[config.mk]
export PLATFORM = sky130hd
export DESIGN_NAME = id_ex_stage
export DESIGN_NICKNAME = d
export VERILOG_FILES = /design/src/rtl/id_ex_stage.sv
export SDC_FILE = /design/constraint.sdc
export NUM_CORES = 1
export LEC_CHECK = 0
export BUFFER_PORTS_ARGS = -buffer_cell sky130_fd_sc_hd__buf_2
export CORE_UTILIZATION = 30
export DETAILED_ROUTE_END_ITERATION = 10
export SYNTH_ARGS = -nofsm -noshare
export SYNTH_HDL_FRONTEND = slang
export SYNTH_SLANG_ARGS = --single-unit
export TNS_END_PERCENT = 50
[constraint.sdc]
create_clock -name clk -period 5.15 [get_ports clk]
set_clock_uncertainty 0.2 [all_clocks]
set_input_delay 0.7725 -clock clk [delete_from_list [all_inputs] [get_ports clk]]
set_output_delay 0.7725 -clock clk [all_outputs]
set_load 0.02 [all_outputs]
[src/rtl/id_ex_stage.sv]
// ID/EX pipeline register with load-use hazard detection,
// bubble insertion on stall/flush and a saturating bubble counter.
module id_ex_stage #(
  parameter int DW    = 32,
  parameter int CNT_W = 16
) (
  input  logic             clk,
  input  logic             rst_n,
  input  logic             flush,
  input  logic [8:0]       id_ctrl,
  input  logic [DW-1:0]    id_rs_data,
  input  logic [DW-1:0]    id_rt_data,
  input  logic [DW-1:0]    id_imm,
  input  logic [DW-1:0]    id_pc4,
  input  logic [4:0]       id_rs,
  input  logic [4:0]       id_rt,
  input  logic [4:0]       id_rd,
  output logic [8:0]       ex_ctrl,
  output logic [DW-1:0]    ex_rs_data,
  output logic [DW-1:0]    ex_rt_data,
  output logic [DW-1:0]    ex_imm,
  output logic [DW-1:0]    ex_pc4,
  output logic [4:0]       ex_rs,
  output logic [4:0]       ex_rt,
  output logic [4:0]       ex_rd,
  output logic             pc_write,
  output logic             if_id_write,
  output logic [CNT_W-1:0] bubble_cnt
);

  logic [8:0]       ctrl_q, ctrl_d;
  logic [DW-1:0]    rs_data_q, rt_data_q;
  logic [DW-1:0]    imm_q, pc4_q;
  logic [4:0]       rs_q, rt_q, rd_q;
  logic [CNT_W-1:0] cnt_q, cnt_d;
  logic             stall;
  logic             bubble;
  logic             rt_hit;

  // $0 is hardwired zero, so a load into it never creates a hazard
  assign rt_hit = (rt_q == id_rs) | (rt_q == id_rt);
  assign stall  = ctrl_q[5] & (rt_q != 5'd0) & rt_hit;
  assign bubble = flush | stall;

  assign pc_write    = ~(stall & ~flush);
  assign if_id_write = ~(stall & ~flush);

  always_comb begin
    ctrl_d = id_ctrl;
    cnt_d  = cnt_q;
    if (bubble) begin
      ctrl_d = 9'd0;
      if (cnt_q != {CNT_W{1'b1}})
        cnt_d = cnt_q + 1'b1;
    end
  end

  always_ff @(posedge clk) begin
    if (!rst_n) begin
      ctrl_q    <= '0;
      rs_data_q <= '0;
      rt_data_q <= '0;
      imm_q     <= '0;
      pc4_q     <= '0;
      rs_q      <= '0;
      rt_q      <= '0;
      rd_q      <= '0;
      cnt_q     <= '0;
    end else begin
      ctrl_q    <= ctrl_d;
      rs_data_q <= id_rs_data;
      rt_data_q <= id_rt_data;
      imm_q     <= id_imm;
      pc4_q     <= id_pc4;
      rs_q      <= id_rs;
      rt_q      <= id_rt;
      rd_q      <= id_rd;
      cnt_q     <= cnt_d;
    end
  end

  assign ex_ctrl    = ctrl_q;
  assign ex_rs_data = rs_data_q;
  assign ex_rt_data = rt_data_q;
  assign ex_imm     = imm_q;
  assign ex_pc4     = pc4_q;
  assign ex_rs      = rs_q;
  assign ex_rt      = rt_q;
  assign ex_rd      = rd_q;
  assign bubble_cnt = cnt_q;

endmodule
# After elaboration in Yosys (flattened, before gate mapping)
# Cells that the tools add are included.
# op_classes
eq_ne	3
addsub	1
n_bitwise	8
reduce_logical	3
# op_table
op	count
$add 16x1->16 const B	1
$ne 16x16->1 const B	1
$eq 5x5->1	2
$reduce_bool 5->1	1
$and 1x1->1	3
$not 1->1	3
$or 1x1->1	2
$reduce_and 2->1	1
$reduce_or 2->1	1
# word_totals
wordCells	24
output_inout_bits	170
register_bits	168

# Depth between registers and ports, before layout
# depth
depth_word	5
ltp_mapped	9

# Worst setup path before layout
# OpenSTA, ideal clock, no wires.
# synth_path
path_type	input to output
start	in id_rt[4]
end	out pc_write
n_path_buf	1
setup_slack_ns	2.372
t_arrival_ns	1.805
stages	5
path_cell_list	xnor2_1 -> nand3_1 -> o22ai_2 -> nand3b_1 -> buf_4
# synth_via
elab_chain_cells	5
# synth_lines
element	line_no	source
from (decl)	16	input logic [4:0] id_rt,
$eq 5x5->1	41	assign rt_hit = (rt_q == id_rs) | (rt_q == id_rt);
$or 1x1->1	41	
$and 1x1->1	42	assign stall = ctrl_q[5] & (rt_q != 5'd0) & rt_hit;
$and 1x1->1	n/a	
$not 1->1	n/a	
to (decl)	26	output logic pc_write,
# No other way between the ends.

# Worst setup path in the final report
# layout_path
start	reg rt_q[3], in the netlist ex_rt[3]
end	out if_id_write
# layout_via
elab_chain_cells	5
word_cells_on_any_way	8
classes_between	eq/ne (2); bitwise (5); reduce/logical (1)
# layout_lines
element	line_no	source
from (decl)	34	logic [4:0] rs_q, rt_q, rd_q;
from (signal assigned)	76	rt_q <= id_rt;
$eq 5x5->1 or $reduce_bool 5->1 (tied branches)	41, 42	
$or 1x1->1 or $and 1x1->1 (tied branches)	41, 42	
$and 1x1->1 *	42	
$and 1x1->1 *	46	assign if_id_write = ~(stall & ~flush);
$not 1->1 *	46	
to (decl)	27	output logic if_id_write,
# Mark *: on every way between the ends. The rest lies on a longest branch, timed or not.

==> results.md <==
* Status: complete, no violations
* Drt first pass iters at 4
* Setup bufs post-CTS at 0
* Final Max Tran Viols at 0
* Drt total wl at 13070 µm
* Setup Viol. Count Final at 0
* CTS buffer count at 17
* Most common cell in the netlist: dfxtp_1
* Setup crit end kind: primary output
* I/O pin count at 325
* HP Class: reg2reg
* Vias per cell at 4.083
* Seq/Total Area, Yosys at 65.82%
* Initial core utilization at 30.81%
* Worst-path fanout max at 4
* Least-Margin Pin Slew at 0.7431 ns
* Post-synth EDFFs at 0
* Wire per inst at 13.14 µm
* Rows at 47
* Async S/R FF share, synth at 0%
* Share of the synthesized area in the top cell type at 65.82%
* Final Net Count at 919
* CP Data Arrival Time at 1.83 ns
* Netlist cell types at 40
* Largest area contributor in the netlist: dfxtp_1
* Largest net degree at the start of global routing at 94
* Die height at 132.5 µm
* Number of DRC markers in iteration 0 at 98
* WHS Path Cells at 2
* Share of cells above drive strength 1 at 46.84%
* Resize count post-CTS at 0
* Post-Syn Area at 5110 µm²
* Syn Nets at 598
* Detail Route Antenna Nets at 0
* CTS max path bufs at 2
* Mapped Cells at 442
* RePlAce Congestion at 0.7650
* Fmax at 356.6 MHz
* Placed Cells at 964
* Antenna violations before repair at 0
* R2r worst-path depth at 7
* Post-layout min period at 2.804 ns
* DPL Wire Length at 9676 µm
* I/O Buffers at 324
* Clock-pin slew on the worst setup and hold paths at 0.06 ns
* First-pass GRT wire length at 20200 µm
* Critical path class: reg2out
* Clock Sinks at 168
* Drt drc at 0
* Gr usage total at 15.01%
* MaxCap Viol Count at 0
* RSZ-0062 raised after global routing: false
* Area contributors post-synth: dfxtp_1 66%, and2_1 18%, xnor2_1 1.9%
* Seq cells post-synth at 168
* Startpoint Class: register
* Slew HR at 50.46%
* Layout area overhead at 47.01%
* CTS tree: built
* Die Footprint at 17560 µm²
* P_leak at 3.689 nW
* Predominant post-synthesis flop cell: dfxtp_1
* PwrDens at 395.7 nW/µm²
* Maximum vdd drop at 0.0002090 V
* Root Buffer Master: clkbuf_16
* Core area at 16580 µm²
* Vias at 4063
* Grt ovf at 0
* Vias in the first global route at 3965
* Final period util at 54.45%
* Synth top cells by count: 168 x dfxtp_1, 144 x and2_1, 19 x clkbuf_1, 12 x and3_1, 11 x xnor2_1
* Setup TNS Final at 0 ns
* YS warnings at 0
* Die X-Extent at 132.5 µm
* Worst EP required at 4.18 ns
* Endpoints failing hold at 0
* Worst slack, placed at 2.372 ns
* Layout Cells excl Fill at 995
* Antenna diodes at 0
* Final worst setup slack at 2.346 ns
* # hold bufs at CTS at 0
* R2R Setup Slk at 2.72 ns
* H-tree levels at 4
* Syn Area/Cell at 11.56 µm²
* Clk Latency, worst-skew pair at 0.41 ns
cells in the final DEF (no fill, tap or decap), drive strengths merged, types with 2 or more instances in the layout:
cell / count
nor2: 2
o221a: 3
clkinvlp: 3
xnor2: 11
or4: 3
nand3b: 2
and3: 13
or3: 8
dfxtp: 168
o21a: 3
nand2: 10
bufinv: 3
o21ai: 8
a21boi: 7
clkinv: 3
and2: 144
clkbuf: 19
inv: 6
nor3: 7
buf: 325
nand4: 4
nand3: 10
o31a: 2
stage by stage:
step	cell area (µm²)	hold WS, ns	utilization (%)	total power [W]
final	7512	0.3262	45.30	0.002973
after global routing	7512	0.3340	45.30	0.003093
after CTS	7512	0.3256	45.30	0.003023
after detailed placement	6902	0.3172	41.62	0.001698
after global placement	6902	0.3022	41.62	0.001697
after floorplan	5110	0.3725	-	0.001568
sequential cells by signal, indices dropped and copies added (netlist names):
register and flops:
ex_imm 32, ex_pc4 32, ex_rs_data 32, ex_rt_data 32, bubble_cnt 16, ex_ctrl 9
ex_rd 5, ex_rs 5, ex_rt 5
per-layer routing:
| layer | part of all wire [%] | wire length [µm] | track usage [%] | vias up |
|---|---|---|---|---|
| met1 | 39 | 5119 | 15.53 | 1787 |
| met5 | 0 | 0 | 0 | - |
| met2 | 48 | 6213 | 25.35 | 192 |
| met4 | 1.6 | 212 | 6.130 | 0 |
| li1 | - | - | - | 2066 |
| met3 | 12 | 1526 | 8.008 | 18 |
critical path, cell delays in order, from the launching register on:
cell,delay (ns)
dfxtp_1,0.36
or4_1,0.53
o21a_4,0.24
nand3b_1,0.11
buf_2,0.17
power by group:
group,internal (W),switching [W],total [W],leakage (nW)
sequential,0.00136,0.0000182,0.00138,1.40
combinational,0.000124,0.000160,0.000284,2.01
clock,0.000782,0.000525,0.00131,0.288
total,0.00227,0.000704,0.00297,3.69
worst paths after layout:
check	startpoint	to
setup / recovery	ex_rt[3]$_SDFF_PN0_	if_id_write
hold / removal	bubble_cnt[1]$_SDFFE_PN0P_	bubble_cnt[1]$_SDFFE_PN0P_
setup reg to reg	bubble_cnt[0]$_SDFFE_PN0P_	bubble_cnt[5]$_SDFFE_PN0P_
hold reg to reg	bubble_cnt[1]$_SDFFE_PN0P_	bubble_cnt[1]$_SDFFE_PN0P_
layout make-up:
cell class	count	area (µm²)
Clock buffer	19	442.9
Clock inverter	12	167.7
Fill cell	1622	9071
Inverter	3	11.26
Multi-Input combinational cell	248	1620
Sequential cell	168	3363
Tap cell	220	275.3
Timing Repair Buffer	325	1632
kinds of logic after synthesis:
group,share of synthesized area [%]
multiplexers,0.1959
buffers and inverters,2.473
AO/OA/AOI/OAI,4.824
AND/OR/NAND/NOR,24.56
flip-flops,65.82
XOR/XNOR,1.885
adder cells (fa/ha/maj),0.2448
Note: power is estimated with default switching activity, not from simulation.
